<file path="config.mk">
export PLATFORM = sky130hd
export DESIGN_NAME = cc_host_flat
export DESIGN_NICKNAME = d
export VERILOG_FILES = /design/src/rtl/cc_if.sv /design/src/rtl/cc_host.sv /design/src/flat_wrapper.sv
export SDC_FILE = /design/constraint.sdc
export NUM_CORES = 1
export LEC_CHECK = 0
export CAP_MARGIN = 15
export CORE_MARGIN = 2
export CORE_UTILIZATION = 30
export DETAILED_ROUTE_END_ITERATION = 8
export REMOVE_ABC_BUFFERS = 1
export SYNTH_ARGS = -nofsm -noshare
export SYNTH_HDL_FRONTEND = slang
export SYNTH_SLANG_ARGS = --single-unit
</file>
<file path="constraint.sdc">
create_clock -name clk -period 3.3 [get_ports clk]
set_clock_uncertainty 0.15 [all_clocks]
set_input_delay 0.495 -clock clk [delete_from_list [all_inputs] [get_ports clk]]
set_output_delay 0.495 -clock clk [all_outputs]
set_load 0.005 [all_outputs]
</file>
<file path="src/rtl/cc_if.sv">
// Job request / coordinate-engine stream bundle shared by cc_host and its client.
interface cc_if;
   logic              start;
   logic [1:0]        job_mode;
   logic [31:0]       job_x;
   logic [31:0]       job_y;
   logic              busy;
   logic              cc_in_valid;
   logic [1:0]        cc_mode;
   logic [7:0]        cc_xi;
   logic [7:0]        cc_yi;
   logic              cc_out_valid;
   logic signed [7:0] cc_xo;
   logic signed [7:0] cc_yo;
   logic              done;
   logic              err;
   logic [15:0]       res_count;
   logic [15:0]       res_xsum;
   logic [15:0]       res_ysum;
   logic [15:0]       res_last;

   modport master (
      output start, job_mode, job_x, job_y, cc_out_valid, cc_xo, cc_yo,
      input  busy, cc_in_valid, cc_mode, cc_xi, cc_yi, done, err,
             res_count, res_xsum, res_ysum, res_last
   );

   modport slave (
      input  start, job_mode, job_x, job_y, cc_out_valid, cc_xo, cc_yo,
      output busy, cc_in_valid, cc_mode, cc_xi, cc_yi, done, err,
             res_count, res_xsum, res_ysum, res_last
   );
endinterface

</file>
<file path="src/rtl/cc_host.sv">
// Coordinate-engine host: serialises a 4-corner job, collects the result
// stream with a wait timeout, and keeps count/sum/last of received samples.
//
// state | meaning
// IDLE  | waiting for start; results and err hold
// SEND  | four beats UL, UR, LL, LR to the engine
// WAIT  | waiting for the first result, timeout counter running
// RECV  | accumulating results while cc_out_valid stays high
// DONE  | one-cycle done pulse, err set if WAIT timed out
module cc_host #(
   parameter int TIMEOUT = 255
) (
   input logic clk,
   input logic rst_n,
   cc_if.slave bus
);
   typedef enum logic [2:0] {S_IDLE, S_SEND, S_WAIT, S_RECV, S_DONE} state_t;

   localparam logic [15:0] TIMEOUT_C = 16'(TIMEOUT);

   state_t      state_q, state_d;
   logic [1:0]  beat_q, beat_d;
   logic [15:0] wait_q, wait_d;
   logic [1:0]  mode_q, mode_d;
   logic [31:0] x_q, x_d;
   logic [31:0] y_q, y_d;
   logic [15:0] cnt_q, cnt_d;
   logic [15:0] xsum_q, xsum_d;
   logic [15:0] ysum_q, ysum_d;
   logic [15:0] last_q, last_d;
   logic        err_q, err_d;
   logic        busy_q, busy_d;
   logic        done_q, done_d;
   logic        in_valid_q, in_valid_d;
   logic [1:0]  cc_mode_q, cc_mode_d;
   logic [7:0]  xi_q, xi_d;
   logic [7:0]  yi_q, yi_d;
   logic        take;

   // State register plus all job, result and output flops.
   always_ff @(posedge clk or negedge rst_n) begin
      if (!rst_n) begin
         state_q    <= S_IDLE;
         beat_q     <= '0;
         wait_q     <= '0;
         mode_q     <= '0;
         x_q        <= '0;
         y_q        <= '0;
         cnt_q      <= '0;
         xsum_q     <= '0;
         ysum_q     <= '0;
         last_q     <= '0;
         err_q      <= 1'b0;
         busy_q     <= 1'b0;
         done_q     <= 1'b0;
         in_valid_q <= 1'b0;
         cc_mode_q  <= '0;
         xi_q       <= '0;
         yi_q       <= '0;
      end else begin
         state_q    <= state_d;
         beat_q     <= beat_d;
         wait_q     <= wait_d;
         mode_q     <= mode_d;
         x_q        <= x_d;
         y_q        <= y_d;
         cnt_q      <= cnt_d;
         xsum_q     <= xsum_d;
         ysum_q     <= ysum_d;
         last_q     <= last_d;
         err_q      <= err_d;
         busy_q     <= busy_d;
         done_q     <= done_d;
         in_valid_q <= in_valid_d;
         cc_mode_q  <= cc_mode_d;
         xi_q       <= xi_d;
         yi_q       <= yi_d;
      end
   end

   // Next state, job latch, wait timer and result accumulation.
   always_comb begin
      state_d = state_q;
      beat_d  = beat_q;
      wait_d  = wait_q;
      mode_d  = mode_q;
      x_d     = x_q;
      y_d     = y_q;
      cnt_d   = cnt_q;
      xsum_d  = xsum_q;
      ysum_d  = ysum_q;
      last_d  = last_q;
      err_d   = err_q;
      take    = 1'b0;
      unique case (state_q)
         S_IDLE: begin
            if (bus.start) begin
               state_d = S_SEND;
               beat_d  = '0;
               mode_d  = bus.job_mode;
               x_d     = bus.job_x;
               y_d     = bus.job_y;
               cnt_d   = '0;
               xsum_d  = '0;
               ysum_d  = '0;
               last_d  = '0;
               err_d   = 1'b0;
            end
         end
         S_SEND: begin
            if (beat_q == 2'd3) begin
               state_d = S_WAIT;
               wait_d  = '0;
            end else begin
               beat_d = beat_q + 2'd1;
            end
         end
         S_WAIT: begin
            if (bus.cc_out_valid) begin
               state_d = S_RECV;
               take    = 1'b1;
            end else begin
               wait_d = wait_q + 16'd1;
               if (wait_d == TIMEOUT_C) begin
                  state_d = S_DONE;
                  err_d   = 1'b1;
               end
            end
         end
         S_RECV: begin
            if (bus.cc_out_valid) take = 1'b1;
            else                  state_d = S_DONE;
         end
         S_DONE:  state_d = S_IDLE;
         default: state_d = S_IDLE;
      endcase
      if (take) begin
         cnt_d  = (cnt_q == 16'hFFFF) ? cnt_q : cnt_q + 16'd1;
         xsum_d = xsum_q + {{8{bus.cc_xo[7]}}, bus.cc_xo};
         ysum_d = ysum_q + {{8{bus.cc_yo[7]}}, bus.cc_yo};
         last_d = {bus.cc_xo, bus.cc_yo};
      end
   end

   // Registered outputs derived from the upcoming state so they align with it.
   always_comb begin
      busy_d     = (state_d != S_IDLE);
      done_d     = (state_d == S_DONE);
      in_valid_d = (state_d == S_SEND);
      cc_mode_d  = '0;
      xi_d       = '0;
      yi_d       = '0;
      if (state_d == S_SEND) begin
         cc_mode_d = mode_d;
         xi_d      = x_d[{beat_d, 3'b000} +: 8];
         yi_d      = y_d[{beat_d, 3'b000} +: 8];
      end
   end

   assign bus.busy        = busy_q;
   assign bus.done        = done_q;
   assign bus.err         = err_q;
   assign bus.cc_in_valid = in_valid_q;
   assign bus.cc_mode     = cc_mode_q;
   assign bus.cc_xi       = xi_q;
   assign bus.cc_yi       = yi_q;
   assign bus.res_count   = cnt_q;
   assign bus.res_xsum    = xsum_q;
   assign bus.res_ysum    = ysum_q;
   assign bus.res_last    = last_q;
endmodule

</file>
<file path="src/flat_wrapper.sv">
// flat-port wrapper written by rule: the top's interface ports become plain ports
module cc_host_flat 
#(
   parameter int TIMEOUT = 255
)
  (clk, rst_n, bus_start, bus_job_mode, bus_job_x, bus_job_y, bus_cc_out_valid, bus_cc_xo, bus_cc_yo, bus_busy, bus_cc_in_valid, bus_cc_mode, bus_cc_xi, bus_cc_yi, bus_done, bus_err, bus_res_count, bus_res_xsum, bus_res_ysum, bus_res_last);
  cc_if bus_i ();
  input logic clk;
  input logic rst_n;
  input wire logic [$bits(bus_i.start)-1:0] bus_start;
  input wire logic [$bits(bus_i.job_mode)-1:0] bus_job_mode;
  input wire logic [$bits(bus_i.job_x)-1:0] bus_job_x;
  input wire logic [$bits(bus_i.job_y)-1:0] bus_job_y;
  input wire logic [$bits(bus_i.cc_out_valid)-1:0] bus_cc_out_valid;
  input wire logic [$bits(bus_i.cc_xo)-1:0] bus_cc_xo;
  input wire logic [$bits(bus_i.cc_yo)-1:0] bus_cc_yo;
  output wire logic [$bits(bus_i.busy)-1:0] bus_busy;
  output wire logic [$bits(bus_i.cc_in_valid)-1:0] bus_cc_in_valid;
  output wire logic [$bits(bus_i.cc_mode)-1:0] bus_cc_mode;
  output wire logic [$bits(bus_i.cc_xi)-1:0] bus_cc_xi;
  output wire logic [$bits(bus_i.cc_yi)-1:0] bus_cc_yi;
  output wire logic [$bits(bus_i.done)-1:0] bus_done;
  output wire logic [$bits(bus_i.err)-1:0] bus_err;
  output wire logic [$bits(bus_i.res_count)-1:0] bus_res_count;
  output wire logic [$bits(bus_i.res_xsum)-1:0] bus_res_xsum;
  output wire logic [$bits(bus_i.res_ysum)-1:0] bus_res_ysum;
  output wire logic [$bits(bus_i.res_last)-1:0] bus_res_last;
  assign bus_i.start = bus_start;
  assign bus_i.job_mode = bus_job_mode;
  assign bus_i.job_x = bus_job_x;
  assign bus_i.job_y = bus_job_y;
  assign bus_i.cc_out_valid = bus_cc_out_valid;
  assign bus_i.cc_xo = bus_cc_xo;
  assign bus_i.cc_yo = bus_cc_yo;
  assign bus_busy = bus_i.busy;
  assign bus_cc_in_valid = bus_i.cc_in_valid;
  assign bus_cc_mode = bus_i.cc_mode;
  assign bus_cc_xi = bus_i.cc_xi;
  assign bus_cc_yi = bus_i.cc_yi;
  assign bus_done = bus_i.done;
  assign bus_err = bus_i.err;
  assign bus_res_count = bus_i.res_count;
  assign bus_res_xsum = bus_i.res_xsum;
  assign bus_res_ysum = bus_i.res_ysum;
  assign bus_res_last = bus_i.res_last;
  cc_host #(.TIMEOUT(TIMEOUT)) u_core (.clk(clk), .rst_n(rst_n), .bus(bus_i));
endmodule
</file>
# Word level (Yosys, flattened, before mapping)
# Cells that the tools add are included.
# totals
reg_bits	173
input_bits	86
out_inout_bits	86
wordCells	82
# classes
addsub	5
eq_ne	13
shifts	2
mux	34
reduce_logical	11
# ops
operator	count
$mux W16	9
$mux W32	4
$shiftx A32 B6 Y8	2
$add A16 B1 Y16 const B	2
$add A16 B16 Y16	2
$pmux W16 S2	1
$eq A16 B16 Y1 const B	1
$eq A16 B8 Y1 const B	1
$mux W8	2
$mux W3	5
$pmux W3 S4	1
$mux W2	5
$reduce_bool A2 Y1	4
$eq A3 B1 Y1 const B	2
$eq A3 B2 Y1 const B	2
$ne A2 B2 Y1 const B	3
$reduce_and A3 Y1	2
$mux W1	5
$ne A2 B1 Y1 const B	2
$pmux W2 S2	1
$reduce_and A4 Y1	1
$eq A3 B3 Y1 const B	1
$logic_not A3 Y1	1
$reduce_bool A3 Y1	1
5 further kinds	5

# Depth between registers and ports, before layout
# Gate-level depths: netlist of the first run.
# logic_depth
word_depth	7
ltp_mapped	9
depth_no_buf	9

# Least setup slack after synthesis of the first run
# Ideal clock, no wire load.
# synth_timing
kind	input port to flip-flop
start	input bus_cc_xo[0]
end	register u_core.xsum_q[14] (netlist: u_core.bus.res_xsum[14])
setup_ps	126
arrival_ps	2467
t_required_ps	3024
path_slack_ps	558
path_stages	9
path_buffers	0
cell_sequence	ha_1 fa_1 a21oi_1 o21ai_0 a21oi_1 o31ai_1 a2111oi_0 mux2i_1 nand2_1
# synth_between
elab_chain_len	2
# synth_lines
item	line	source
start: declaration	flat_wrapper.sv:15	input wire logic [$bits(bus_i.cc_xo)-1:0] bus_cc_xo;
$add A16 B16 Y16	cc_host.sv:139	xsum_d = xsum_q + {{8{bus.cc_xo[7]}}, bus.cc_xo};
$mux W16	cc_host.sv:137	if (take) begin
end signal: assignment	cc_host.sv:68	xsum_q <= xsum_d;
end: declaration	cc_host.sv:28	logic [15:0] xsum_q, xsum_d;
# No other way between the ends.
# A chain may end at the register's enable or synchronous reset.

# Final worst setup path of the first run
# Same ends and word-level chain as after synthesis.

==> results of run 1 <==
## power groups by stage
stage / logic, µW / registers [µW] / clock network (µW)
3_5_place_dp: 4980 / 3430 / 0
4_1_cts: 5010 / 3400 / 2080
3_3_place_gp: 4920 / 3410 / 0
6_report: 4960 / 3390 / 2020
5_1_grt: 5570 / 3490 / 2160
2_1_floorplan: 2900 / 3340 / 0
## sequential cells by signal, summed over array words and instances, names as in the netlist
| name | flops |
|---|---|
| u_core.bus.busy | 1 |
| u_core.mode_q | 2 |
| u_core.wait_q | 16 |
| u_core.bus.res_xsum | 16 |
| u_core.x_q | 32 |
| u_core.bus.done | 1 |
| u_core.y_q | 32 |
| u_core.bus.cc_in_valid | 1 |
| u_core.bus.cc_xi | 8 |
| u_core.beat_q | 2 |
| u_core.state_q | 3 |
| u_core.bus.res_ysum | 16 |
| u_core.bus.cc_mode | 2 |
| u_core.bus.res_last | 16 |
| u_core.bus.cc_yi | 8 |
| u_core.bus.res_count | 16 |
| u_core.bus.err | 1 |
## kinds of logic (layout without fill, tap and decap cells)
| group | Yosys count | after routing | share of synthesized area (%) |
|---|---|---|---|
| adders and majority gates | 35 | 35 | 4.96 |
| DFF | 173 | 173 | 47.4 |
| AOI/OAI and AO/OA | 206 | 206 | 14.7 |
| buffers and inverters | 68 | 265 | 3.00 |
| xor gates and xnor gates | 41 | 41 | 3.94 |
| and+or+nand+nor | 434 | 434 | 21.2 |
| muxes | 23 | 23 | 4.74 |
## repair_timing
action | 4_1_cts | 5_1_grt
buffers inserted | 0 | 0
endpoints found under the setup margin | 0 | 1
hold buffers | 1 | 0
hold endpoints to repair | 48 | 0
resized for setup | 0 | 3
## layout make-up
class / count / area share, %
Multi-Input combinational cell: 739 / 37.5
Clock buffer: 17 / 3.51
Inverter: 17 / 0.527
Clock inverter: 15 / 1.36
Timing Repair Buffer: 216 / 17.3
Sequential cell: 173 / 35.8
Tap cell: 390 / 4.03
## tightest hold or removal path, stage by stage, from the launching register on
cell	delay (ps)
dfrtp_1	330
nand2_1	40
nand2_1	70
## metrics by stage
step           util (%)  setup WS, ps  area, µm²
6_report           40.6           336      12100
3_5_place_dp       38.6          -206      11500
5_1_grt            40.6          86.6      12100
3_3_place_gp       38.6         -73.2      11500
4_1_cts            40.6           233      12100
2_1_floorplan         -          -554       8910
## synthesized netlist by cell type, types with 16 or more instances
| cell | n |
|---|---|
| xnor2_1 | 22 |
| nand2_1 | 272 |
| mux4_2 | 16 |
| nor2_1 | 46 |
| ha_1 | 33 |
| a22o_1 | 21 |
| inv_1 | 17 |
| nand3_1 | 30 |
| xor2_1 | 19 |
| o311ai_0 | 17 |
| clkbuf_1 | 36 |
| or2_2 | 20 |
| o21ai_0 | 64 |
| dfrtp_1 | 173 |
| a21oi_1 | 45 |
## worst paths after layout
kind,to,startpoint,cells after the start,slack (ps)
setup / recovery,u_core.bus.res_xsum[14],bus_cc_xo[0],11,340
hold / removal,u_core.y_q[26],u_core.y_q[26],2,320
setup reg to reg,u_core.bus.res_xsum[14],u_core.bus.res_xsum[0],10,410
hold reg to reg,u_core.y_q[26],u_core.y_q[26],2,320
max in group asynchronous,u_core.bus.res_xsum[4],rst_n,3,1700
min in group asynchronous,u_core.bus.cc_mode[0],rst_n,2,410
## layer usage
metal / GRT usage, % / up-vias
met1: 21.9 / 3713
met4: 4.47 / 0
met2: 25.1 / 146
met3: 3.11 / 19
met5: 0 / -
li1: - / 3798
## layout by cell type, fill, tap and decap left out, drive strengths merged, types with 19 or more instances in the layout
cell,netlist,final
a21oi,45,45
a22o,21,21
buf,15,45
clkdlybuf4s50,0,170
dfrtp,173,173
ha,33,33
inv,17,25
nand2,272,272
nand3,30,30
nor2,46,46
o21ai,65,65
or2,20,20
xnor2,22,22
xor2,19,19
==> out/results.ini, run 1 <==
[run_status]
outcome = completed

[synth]
synth.largest_area_cell = dfrtp_1
synth_edf_count = 0
avgSynthCellArea_um2 = 9.31
synthFlopType = dfrtp_1
yosysSeqAreaShare_pct = 47.4
yosysTopAreaCellShare_pct = 47.4
async_flop_share_pct = 100
synth.area.top_cells = dfrtp_1, nand2_1, ha_1, mux4_2, o21ai_0
synthCells = 980
synth_cell_types = 61
synth-seq-cells = 173
yosysWarnings = 0
syn_area_um2 = 9120

[layout]
fin_nets = 1285
instances_no_fill = 1567
syn_to_final_growth_pct = 32.7
regArea_um2 = 4330
drive_above_1_share_pct = 11.0
nFillCells = 3004
diodes = 0
multi_input_area_um2 = 4540

[sta]
tightestPinTransition_ps = 641
fmax_mhz = 337
fin_crit_ps = 2960
finalSetupTns_ps = 0
relSlewSlack_pct = 57.1
holdWs_ps = 320
slew_viol_final = 0
period_share_pct = 89.8
setup_viol = 0
finalHoldViolCount = 0
rsz0062_at_grt = false

[setup_path]
worst_setup_path_start_kind = input pin
crit_fanout = 3
cp_common_cell = a21oi_1
crit_chain = clkdlybuf4s50_1, ha_1, fa_1, a21oi_1, o21ai_0, a21oi_1, o31ai_2, a2111oi_2, buf_4, mux2i_1, nand2_1
crit_slowest_cell = clkdlybuf4s50_1
cp_slowest_stage_delay_ps = 430
critical_path_class = input pin to flop
worstPathRequired_ps = 3450
crit_buf_inv = 2
worst_ep_arrival_time_ps = 3110
path_delay_family = compound AO/OA/AOI/OAI gates
endpoint_kind = flop

[place]
place_hpwl_um = 17400
place_inst = 1534
portBuffers = 171
gp_congestion = 0.809

[power]
powerDensity_nw_per_um2 = 856
ir_drop_v = 0.000467
net-switching-power_uw = 4010
seq_power_share_pct = 32.7
netSwitchingFraction_pct = 38.7
leakage_uw = 0.00550
p_clk_share_pct = 19.5
p_comb_share_pct = 47.8
power_uw = 10400
p_int_uw = 6360

[clocking]
cts_max_level = 4
path_clk_slew_ps = 70
worstSkewPairLatency_ps = 420
root_buffer = clkbuf_16
cts_tree = done
clock-sinks = 173
cts_inserted_buffers = 17
cts_buffer_depth = 2

[route]
vias = 7676
routed_wl_um = 24600
wl_met1_um = 11700
highest_layer = met4
routed_via_density = 4.90
met3_length_um = 1120
wl_met2_um = 11500
drt_iter0_markers = 393
routedWlPerCell_um = 15.7
ant_nets = 0
remaining_drc_errors = 0
first_pass_iters = 5

[run]
cap_violations = 0

[floorplan]
die-height_um = 178
pin_count = 172
rows = 63
core-area_um2 = 29800
die_area_um2 = 31800
die_w_um = 178
start_util_pct = 30.6

[global_routing]
grt_max_degree = 87
grt_pass1_vias = 7615
track_usage_pct = 15.8
grt_pass1_wl_um = 39700
antenna_found_initial = 1
grt.overflow.total = 0

[worst_hold_path]
hold_path.class = flop to flop

Note: power is estimated with default switching activity, not from simulation.
==> run 2: changes to the inputs <==
--- a/config.mk
+++ b/config.mk
@@ -7,8 +7,9 @@
 export LEC_CHECK = 0
 export CAP_MARGIN = 15
 export CORE_MARGIN = 2
-export CORE_UTILIZATION = 30
+export CORE_UTILIZATION = 53
 export DETAILED_ROUTE_END_ITERATION = 8
+export PLACE_DENSITY = 0.81
 export REMOVE_ABC_BUFFERS = 1
 export SYNTH_ARGS = -nofsm -noshare
 export SYNTH_HDL_FRONTEND = slang
==> run 2 against run 1 <==
Against the previous run: core utilization up 30 points; sequential share of layout area up 0.74 points; combinational power barely moved; first-iteration DRC count increased by 17%; flip-flop and latch count unchanged; non-clock buffer count fell by 5; clock-buffer cell count increased by 1; largest cell class unchanged.
==> out/results.ini, run 2 (synthesis gave the netlist of run 1 again) <==
[run_status]
outcome = completed

[sta]
rsz0062_at_grt = false
fmax_mhz = 334  ; -1.1%
finalHoldViolCount = 0  ; unchanged
tightestPinTransition_ps = 700  ; +59.0 ps
setup_viol = 0  ; unchanged
slew_viol_final = 0  ; unchanged
relSlewSlack_pct = 53.3  ; -3.8 points
fin_crit_ps = 3000  ; +31.8 ps
period_share_pct = 90.8  ; +0.96 points

[layout]
final_common_cell = nand2_1
drive_above_1_share_pct = 10.3  ; -0.64 points
nFillCells = 1273  ; -58%
top_regs = u_core.x_q: 32 flops, u_core.y_q: 32 flops
syn_to_final_growth_pct = 30.0
fin_nets = 1280  ; -0.39%
diodes = 0  ; unchanged
instances_no_fill = 1392  ; -11%
layout_common_cells = nand2_1, dfrtp_1, clkdlybuf4s50_1

[route]
routed_via_density = 5.63  ; +15%
drt_iter0_markers = 460  ; +17%
vias = 7831  ; +2.0%
ant_nets = 0  ; unchanged
routedWlPerCell_um = 16.2  ; +3.1%
routed_wl_um = 22600  ; -8.4%
remaining_drc_errors = 0  ; unchanged
first_pass_iters = 5  ; unchanged

[clocking]
cts_max_level = 4  ; unchanged
cts_buffer_depth = 2  ; unchanged
clock-sinks = 173  ; unchanged
worstSkewPairLatency_ps = 430  ; about the same
cts_tree = done
cts_resized = 0  ; unchanged
cts_inserted_buffers = 17  ; unchanged
root_buffer = clkbuf_16
path_clk_slew_ps = 70  ; about the same

[run]
cap_violations = 0  ; unchanged

[setup_path]
cp_common_cell = a21oi_1
crit_slowest_cell = clkdlybuf4s50_1
worst_ep_arrival_time_ps = 3160  ; +50 ps
critical_path_class = input pin to flop
worstPathRequired_ps = 3460  ; about the same
cp_slowest_stage_delay_ps = 440  ; about the same
crit_chain = clkdlybuf4s50_1, ha_1, fa_1, a21oi_1, o21ai_0, a21oi_1, o31ai_1, a2111oi_0, buf_4, mux2i_1, nand2_1
worst_setup_path_start_kind = input pin
crit_fanout = 3  ; unchanged
endpoint_kind = flop
reg2reg_setup_slack_ps = 410  ; about the same

[place]
place_inst = 1358  ; -11%
portBuffers = 171  ; unchanged
gp_congestion = 0.857  ; +5.9%
place_hpwl_um = 15500  ; -11%

[global_routing]
grt_util_met1_pct = 34.6  ; +13 points
top_usage_layer = met2
gr-usage-met3_pct = 4.12  ; +1.0 points
grt_pass1_vias = 7598  ; -0.22%
grt.overflow.total = 0  ; unchanged
antenna_found_initial = 0  ; -1
grt_max_degree = 75  ; -14%
met2_usage_pct = 41.0  ; +16 points
track_usage_pct = 25.3  ; +9.5 points
grt_pass1_wl_um = 37000  ; -7.0%

[floorplan]
die-height_um = 135  ; -24%
pin_count = 172  ; unchanged
die_w_um = 135  ; -24%
start_util_pct = 54.6  ; +24 points
core-area_um2 = 16700  ; -44%
die_area_um2 = 18300  ; -43%
rows = 47  ; -25%

[worst_hold_path]
hold_path.class = flop to flop

[power]
powerDensity_nw_per_um2 = 868  ; +1.3%
leakage_uw = 0.00548  ; -0.37%
ir_drop_v = 0.000459  ; -1.7%
power_uw = 10300  ; -0.72%

[run 2: where the power goes]
group / switching (µW) / internal, µW / leakage, µW / total (µW)
Clock: 958 / 1030 / 0.000281 / 1990
Combinational: 2490 / 2450 / 0.00295 / 4940
Sequential: 464 / 2900 / 0.00225 / 3370
Total: 3910 / 6380 / 0.00548 / 10300
[run 2: worst max-delay path, delay by kind of cell]
kind / cells / cell delay, ps
compound gates: 5 / 1140
fa+ha+maj: 2 / 660
buf+inv: 2 / 620
mux: 1 / 170
simple gates: 1 / 60
[run 2: final timing paths]
| kind | startpoint | endpoint | depth (start not counted) |
|---|---|---|---|
| min | u_core.y_q[26] | u_core.y_q[26] | 2 |
| min reg2reg | u_core.y_q[26] | u_core.y_q[26] | 2 |
| max | bus_cc_xo[0] | u_core.bus.res_xsum[14] | 11 |
| max reg2reg | u_core.bus.res_xsum[0] | u_core.bus.res_xsum[14] | 10 |
| max in group asynchronous | rst_n | u_core.x_q[30] | 3 |
| min in group asynchronous | rst_n | u_core.bus.res_xsum[13] | 2 |
[run 2: final cells by class]
| cell class | count | area [µm²] | area share [%] |
|---|---|---|---|
| inverter | 17 | 63.8 | 0.538 |
| tap | 220 | 275 | 2.32 |
| timing repair buffer | 211 | 2090 | 17.6 |
| clock inverter | 14 | 140 | 1.18 |
| sequential | 173 | 4330 | 36.5 |
| clock buffer | 18 | 439 | 3.70 |
| multi-input combinational | 739 | 4530 | 38.2 |
[run 2: timing repair]
item / in CTS / in global routing
hold buffers: 1 / 0
buffers inserted: 0 / 0
hold endpoints to repair: 71 / 0
[run 2: stage by stage]
stage / utilization (%) / hold WS, ps / TNS (ps) / setup WS (ps) / cell area [µm²]
floorplan: - / 49.4 / -8780 / -554 / 8910
CTS: 70.9 / 321 / 0 / 338 / 11800
global route: 71.0 / 335 / 0 / 133 / 11900
detailed placement: 67.3 / 303 / -157 / -90.6 / 11200
finish: 71.0 / 319 / 0 / 304 / 11900
global placement: 67.3 / 297 / -112 / -85.6 / 11200
[run 2: layer usage]
layer | vias up | routed length (µm)
met2 | 189 | 11000
met1 | 3808 | 10200
met3 | 32 | 910
met5 | - | 0
met4 | 0 | 430
li1 | 3802 | -
